### config.mk
export PLATFORM = sky130hd
export DESIGN_NAME = cpu_mem_bridge
export DESIGN_NICKNAME = d
export VERILOG_FILES = /design/src/rtl/cpu_mem_bridge.sv
export SDC_FILE = /design/constraint.sdc
export NUM_CORES = 1
export LEC_CHECK = 0
export CAP_MARGIN = 40
export CORE_MARGIN = 2
export CORE_UTILIZATION = 46
export CTS_CLUSTER_DIAMETER = 30
export DETAILED_ROUTE_END_ITERATION = 6
export PLACE_DENSITY = 0.85
export SYNTH_ARGS = -nofsm -noshare
export SYNTH_HDL_FRONTEND = slang
export SYNTH_SLANG_ARGS = --single-unit
### constraint.sdc
create_clock -name clk -period 2.7 [get_ports clk]
set_clock_uncertainty 0.1 [all_clocks]
set_input_delay 0.405 -clock clk [delete_from_list [all_inputs] [get_ports clk]]
set_output_delay 0.405 -clock clk [all_outputs]
set_load 0.005 [all_outputs]
### src/rtl/cpu_mem_bridge.sv
// -----------------------------------------------------------------------------
// cpu_mem_bridge
//
// Purpose:
//   Joins the core's two single-ported SRAM-style interfaces (instruction fetch
//   and data access) onto one shared memory port that uses a request /
//   address-ok / data-ok handshake. Whatever the core presents while the
//   bridge is idle is captured at one clock edge. The data access is then
//   issued first and the fetch second, with only one memory transaction
//   outstanding at a time. mem_stall freezes the core until both results
//   have come back.
//
// Optional feature (macro BRIDGE_IBUF_EN):
//   When defined, a one-entry fetch buffer (valid, word-address tag,
//   instruction) serves repeated fetches of the same word without a memory
//   access. A store to the buffered word invalidates it. When the macro is
//   undefined, no buffer state exists and every fetch goes to memory.
//
// Ports:
//   clk, reset            clock; synchronous active-high reset
//   inst_sram_en/addr     fetch request from the core
//   inst_sram_rdata       registered fetched word
//   data_sram_en/wen/addr/wdata
//                         data request from the core (wen != 0 means store)
//   data_sram_rdata       registered load result
//   mem_stall             core must hold all pipeline registers
//   mem_req/wr/wstrb/addr/wdata
//                         shared memory request channel
//   mem_addr_ok           request accepted this cycle
//   mem_data_ok/mem_rdata response channel
// -----------------------------------------------------------------------------
module cpu_mem_bridge #(
   parameter int ADDR_W = 32,
   parameter int DATA_W = 32
) (
   input  logic                clk,
   input  logic                reset,
   input  logic                inst_sram_en,
   input  logic [ADDR_W-1:0]   inst_sram_addr,
   output logic [DATA_W-1:0]   inst_sram_rdata,
   input  logic                data_sram_en,
   input  logic [DATA_W/8-1:0] data_sram_wen,
   input  logic [ADDR_W-1:0]   data_sram_addr,
   input  logic [DATA_W-1:0]   data_sram_wdata,
   output logic [DATA_W-1:0]   data_sram_rdata,
   output logic                mem_stall,
   output logic                mem_req,
   output logic                mem_wr,
   output logic [DATA_W/8-1:0] mem_wstrb,
   output logic [ADDR_W-1:0]   mem_addr,
   output logic [DATA_W-1:0]   mem_wdata,
   input  logic                mem_addr_ok,
   input  logic                mem_data_ok,
   input  logic [DATA_W-1:0]   mem_rdata
);

   localparam int STRB_W = DATA_W / 8;

   typedef enum logic [2:0] {
      IDLE   = 3'd0,
      D_REQ  = 3'd1,
      D_WAIT = 3'd2,
      I_REQ  = 3'd3,
      I_WAIT = 3'd4
   } state_e;

   state_e              state_q, state_d;

   logic                dPend_q, iPend_q;
   logic [ADDR_W-1:0]   dAddr_q;
   logic [STRB_W-1:0]   dWen_q;
   logic [DATA_W-1:0]   dWdata_q;
   logic [ADDR_W-1:0]   iAddr_q;
   logic [DATA_W-1:0]   instRdata_q;
   logic [DATA_W-1:0]   dataRdata_q;

   // A fetch that is served locally never becomes pending, so the state
   // machine only needs to know whether a memory fetch is required.
   logic                ibHit;
   logic                fetchToMem;

`ifdef BRIDGE_IBUF_EN
   logic                ibValid_q;
   logic [ADDR_W-3:0]   ibTag_q;
   logic [DATA_W-1:0]   ibData_q;
   logic                storeHitsTag;

   // A store captured in the same cycle as a fetch of the same word is
   // issued first, so the buffered copy is stale and must not be used.
   assign storeHitsTag = data_sram_en && (|data_sram_wen) && ibValid_q &&
                         (data_sram_addr[ADDR_W-1:2] == ibTag_q);
   assign ibHit        = inst_sram_en && ibValid_q && !storeHitsTag &&
                         (inst_sram_addr[ADDR_W-1:2] == ibTag_q);
`else
   assign ibHit        = 1'b0;
`endif

   assign fetchToMem = inst_sram_en && !ibHit;

   // State register.
   always_ff @(posedge clk) begin
      if (reset) begin
         state_q <= IDLE;
      end else begin
         state_q <= state_d;
      end
   end

   // Next-state logic. In IDLE the decision uses the live core inputs,
   // because they are captured at this same edge. Each REQ state holds
   // until the request is accepted. Each WAIT state holds until the
   // response arrives.
   always_comb begin
      state_d = state_q;
      case (state_q)
         IDLE: begin
            if (data_sram_en) begin
               state_d = D_REQ;
            end else if (fetchToMem) begin
               state_d = I_REQ;
            end
         end
         D_REQ:  if (mem_addr_ok) state_d = D_WAIT;
         D_WAIT: if (mem_data_ok) state_d = iPend_q ? I_REQ : IDLE;
         I_REQ:  if (mem_addr_ok) state_d = I_WAIT;
         I_WAIT: if (mem_data_ok) state_d = IDLE;
         default: state_d = IDLE;
      endcase
   end

   // Request outputs are driven from the captured registers only while in
   // a REQ state, so they stay stable until the request is accepted and
   // read as zero otherwise.
   always_comb begin
      mem_req   = 1'b0;
      mem_wr    = 1'b0;
      mem_wstrb = '0;
      mem_addr  = '0;
      mem_wdata = '0;
      case (state_q)
         D_REQ: begin
            mem_req   = dPend_q;
            mem_wr    = |dWen_q;
            mem_wstrb = dWen_q;
            mem_addr  = dAddr_q;
            mem_wdata = dWdata_q;
         end
         I_REQ: begin
            mem_req   = iPend_q;
            mem_addr  = iAddr_q;
         end
         default: ;
      endcase
   end

   assign mem_stall       = (state_q != IDLE);
   assign inst_sram_rdata = instRdata_q;
   assign data_sram_rdata = dataRdata_q;

   // Capture of core requests in IDLE and collection of responses in the
   // WAIT states. A response is taken only in a WAIT state, so a stray
   // mem_data_ok in IDLE or a REQ state has no effect. A store response
   // only completes the access and leaves the load result untouched.
   always_ff @(posedge clk) begin
      if (reset) begin
         dPend_q     <= 1'b0;
         iPend_q     <= 1'b0;
         dAddr_q     <= '0;
         dWen_q      <= '0;
         dWdata_q    <= '0;
         iAddr_q     <= '0;
         instRdata_q <= '0;
         dataRdata_q <= '0;
`ifdef BRIDGE_IBUF_EN
         ibValid_q   <= 1'b0;
         ibTag_q     <= '0;
         ibData_q    <= '0;
`endif
      end else begin
         case (state_q)
            IDLE: begin
               dPend_q <= data_sram_en;
               iPend_q <= fetchToMem;
               if (data_sram_en) begin
                  dAddr_q  <= data_sram_addr;
                  dWen_q   <= data_sram_wen;
                  dWdata_q <= data_sram_wdata;
               end
               if (fetchToMem) begin
                  iAddr_q <= inst_sram_addr;
               end
`ifdef BRIDGE_IBUF_EN
               if (ibHit) begin
                  instRdata_q <= ibData_q;
               end
               if (storeHitsTag) begin
                  ibValid_q <= 1'b0;
               end
`endif
            end
            D_WAIT: begin
               if (mem_data_ok) begin
                  dPend_q <= 1'b0;
                  if (dWen_q == '0) begin
                     dataRdata_q <= mem_rdata;
                  end
               end
            end
            I_WAIT: begin
               if (mem_data_ok) begin
                  iPend_q     <= 1'b0;
                  instRdata_q <= mem_rdata;
`ifdef BRIDGE_IBUF_EN
                  ibValid_q   <= 1'b1;
                  ibTag_q     <= iAddr_q[ADDR_W-1:2];
                  ibData_q    <= mem_rdata;
`endif
               end
            end
            default: ;
         endcase
      end
   end

endmodule

# Word level (Yosys, flattened, before mapping)
# Index checks and enable logic that the tools add are counted.
# word_totals
inputBits	138
output_inout_bits	135
register_bits	169
# op_classes
n_reduce_logical	13
n_eq_ne	9
mux	16
# ops
operator	count
$pmux 32 s2	1
$mux 32	1
$mux 3	6
$pmux 3 s5	1
$reduce_and 2->1	5
$ne 2x2->1 const B	4
$eq 3x2->1 const B	2
$pmux 1 s2	3
$reduce_and 5->1	1
$logic_not 4->1	1
$mux 4	1
$reduce_bool 2->1	2
$reduce_or 4->1	1
$eq 3x1->1 const B	1
$eq 3x3->1 const B	1
$logic_not 3->1	1
$ne 3x3->1 const B	1
$reduce_and 3->1	1
$reduce_bool 3->1	1
$mux 1	2
$mux 2	1

# Depth between registers and ports, before layout
# logic_depth
ltp_word	3
depth_mapped	8

# Least setup slack after synthesis
# Ideal clock, no wire load.
# synth_timing
path_type	register to output
startpoint	register state_q[1]
endpoint	output mem_addr[0]
stages_incl_launch_ff	7
slack_ns	0.969
path_buffers	3
arrival_time_ns	1.226
cell_sequence	dfxtp_1 > buf_4 > nor2b_1 > and2_1 > buf_2 > buf_2 > a22o_1
# synth_between
elab_chain_len	2
# synth_lines
element	line_no	rtl
from (decl)	67	state_e state_q, state_d;
from (signal assigned)	105	state_q <= state_d;
$eq 3x2->1 / $eq 3x1->1 (equally long branches)	140	case (state_q)
$pmux 32 s2 (*)	140	
to (decl)	50	output logic [ADDR_W-1:0] mem_addr,
# Mark *: on every way between the ends. The rest lies on a longest branch, timed or not.

# Worst setup path after layout
# layout_timing
startpoint	register state_q[2]
endpoint	output mem_addr[28]
# The elaborated chain is that of the path after synthesis.

==> metrics.md <==
| Metric | Value |
|---|---|
| Crit path cell chain | buf_4, nor3b_4, buf_4, buf_12, a22o_1, clkdlybuf4s50_1 |
| Share of power burned in combinational logic | 0.246 |
| DRC viols | 0 |
| Deepest clock path buffer count | 2 |
| FF+latch count, synth | ~170 |
| Area grow syn2layout | 51.9% |
| Top FF cell, synth | dfxtp_1 |
| Initial Util | 0.473 |
| Final Hold Vio Count | 0 |
| Die area | 15,300 µm² |
| Die H | around 120 µm |
| Setup-failing EPs final | 0 |
| Global Route Usage Sum | 0.251 |
| Max VDD drop | 0.477 mV |
| Average size of a mapped cell | 7.86 µm² |
| Final nets | 1,219 |
| Clk pin slew, worst setup/hold paths | about 0.06 ns |
| Worst flop-to-flop path endpoint | data_sram_rdata[3]$_SDFFE_PP0P_ |
| CTS tree | built |
| First-pass GRT wire length | 29,700 µm |
| Worst path depth | 6 |
| Flop pwr share | 0.422 |
| CP bufs+invs | 4 |
| Top cells by count, synth | nand2_1, dfxtp_1, a21oi_1 |
| Switch share | 0.297 |
| Max_cap viols | 0 |
| Worst setup SP type | flip-flop |
| Layout filler cell count | 1,066 |
| R2R setup slack | 0.81 ns |
| Worst reg2reg path depth | 5 |
| Iteration-0 DRC Markers | roughly 420 |
| Most frequent cell after synthesis | nand2_1 |
| Syn_nets | 976 |
| Initial antenna violation count | 0 |
| End of the critical path | mem_addr[28] |
| HP Class | primary input to flip-flop |
| Drt pass-1 iters | 4 |
| Worst EP required | 2.19 ns |
| Total CTS buffers | 17 |
| Worst path most repeated cell | buf_4 |
| Vias in the first global route | 6,115 |
| Cells after Synth | 838 |
| P_sw | 2.06 mW |
| Cell taking the most area after synthesis | dfxtp_1 |
| Hold_buf cts | 0 |
| Reg-to-Reg Start | dWen_q[3]$_SDFFE_PP0P_ |
| Critical Path End Type | output pin |
| Final GP Congestion | approximately 0.85 |
| Top cells by area, synth | dfxtp_1, nand2_1, a21oi_1 |
| Max_slew headroom | 0.680 |
| Final worst setup slack | 0.0831 ns |
| Largest net degree at the start of global routing | 63 |
| Row cnt | 43 |
| Post-synth ARST share | 0 |
| DPL Wire Length | 13,700 µm |
| Vias/cell | 5.11 |
| Congestion Overflow GR | 0 |
| Sink Count | approximately 170 |
| Number of antenna-violating nets in the routed design | 0 |
| Critical path's largest stage delay | 0.50 ns |
| Crit Path Class | flip-flop to output pin |
| Worst skew pair latency | 0.41 ns |
| EDFF count, synth | 0 |
| DR vias | 6,506 |
| Yosys cell types | 29 |
| Delay-heaviest family, CP | buffers and inverters |
| P_leak | 3.59 nW |
| Slowest-stage cell, CP | clkdlybuf4s50_1 |
| Hold WS | 0.294 ns |
| Syn. warnings | 0 |
| Post-synth top area share | 0.514 |
| Clock root cell | clkbuf_16 |
| Worst Path Max Fanout | 29 |
| Period minus WS final | 2.62 ns |
| P per Cell Area | slightly below 700 nW/µm² |
| Core footprint | 13,900 µm² |
| I/O Pins | about 270 |
| Place WS | roughly 0.46 ns |
| Fmax | 382 MHz |
| Clock power share | 0.333 |
| Crit share post-route | 0.969 |
| Critical path launch point | state_q[2]$_SDFFE_PP0P_ |
| Die width | around 120 µm |
| Drt wl/cell | 15.7 µm |
| Outcome | completed |
| CP arrival | 2.11 ns |
| Share of cells above drive strength 1 | 0.0667 |
| IO Port Bufs | 272 |
| Sequential element share of the synthesized area | 0.514 |
| Mapped Area | 6590 µm² |
| Fin. max-slew vios | 0 |
| Slew @ Worst Pin | 0.476 ns |
| Pint | 4.87 mW |
| Diodes inserted | 0 |
| Detailed Route WL | 20,000 µm |
| H-tree depth | 4 |
## logic make-up (layout without fill, tap and decap cells)
group	after synthesis	count (layout)	synth area share
flops	169	169	0.514
simple gates	391	391	0.247
compound gates	206	206	0.182
buf+inv	72	328	0.0568
## registers in the layout, summed over array words and instances, names as in the netlist
signal / flops
dAddr_q: 32
dPend_q: 1
dWdata_q: 32
dWen_q: 4
data_sram_rdata: 32
iAddr_q: 32
iPend_q: 1
inst_sram_rdata: 32
state_q: 3
## what timing repair did
action                     CTS  global route
gates cloned                 0             1
setup buffers                0             2
setup endpoints to repair    1            53
resized for setup            1             4
pin swaps                    0             1
## metal layers
metal | global-route usage | up-vias | wire length [µm]
met3 | 0.0614 | 62 | 1380
met2 | 0.421 | 275 | 9790
met4 | 0.158 | 0 | 940
met5 | 0 | - | 0
li1 | - | 3215 | -
met1 | 0.287 | 2954 | 7930
## through the flow
| step | util | TNS [ns] | power [mW] | cell area [µm²] | std cells |
|---|---|---|---|---|---|
| floorplan | - | 0 | 3.88 | 6590 | 838 |
| detailed placement | 0.674 | 0 | 4.61 | 9390 | 1239 |
| global placement | 0.674 | 0 | 4.58 | 9390 | 1239 |
| CTS | 0.714 | 0 | 6.91 | 9950 | 1271 |
| finish | 0.718 | 0 | 6.93 | 10000 | 1274 |
| global route | 0.718 | -0.00659 | 7.26 | 10000 | 1274 |
## area by class of cell
cell class	count	area, µm²	area share
multi-input cells	597	2840	0.284
clock buffers	18	439	0.0439
inverters	3	11.3	0.00113
repair buffers	293	2980	0.298
well taps	180	225	0.0225
clock inverters	14	123	0.0123
flip-flops and latches	169	3380	0.338
## worst min-delay path by stage
| stage | start | cells after the start | endpoint |
|---|---|---|---|
| after floorplan | dWdata_q[0]$_SDFFE_PP0P_ | 2 | dWdata_q[0]$_SDFFE_PP0P_ |
| after global placement | dWdata_q[11]$_SDFFE_PP0P_ | 2 | dWdata_q[11]$_SDFFE_PP0P_ |
| after detailed placement | dWdata_q[10]$_SDFFE_PP0P_ | 2 | dWdata_q[10]$_SDFFE_PP0P_ |
| after CTS | reset | 2 | state_q[2]$_SDFFE_PP0P_ |
| after global routing | reset | 2 | dPend_q$_SDFFE_PP0P_ |
| final | reset | 2 | state_q[2]$_SDFFE_PP0P_ |
## power by group through the flow
stage | sequential (mW) | combinational (mW) | clock [mW]
global placement | 2.97 | 1.61 | 0
finish | 2.92 | 1.70 | 2.30
CTS | 2.92 | 1.65 | 2.34
floorplan | 2.92 | 0.960 | 0
detailed placement | 2.97 | 1.63 | 0
global route | 2.95 | 1.88 | 2.43
## cells in the final DEF, fill, tap and decap left out, types with 3 or more instances in the layout
master | Yosys | final
nand2_1 | 332 | 331
clkdlybuf4s50_1 | 0 | 271
dfxtp_1 | 169 | 168
a21oi_1 | 158 | 158
and2_1 | 39 | 38
a22o_1 | 33 | 33
clkbuf_16 | 0 | 18
buf_4 | 14 | 13
a21oi_2 | 9 | 9
buf_12 | 0 | 6
nor2_1 | 5 | 5
clkinv_2 | 0 | 5
nor2b_2 | 1 | 3
inv_1 | 3 | 3
nand3_1 | 3 | 3
clkinv_4 | 0 | 3
inv_6 | 0 | 3
Note: power is estimated with default switching activity, not from simulation.
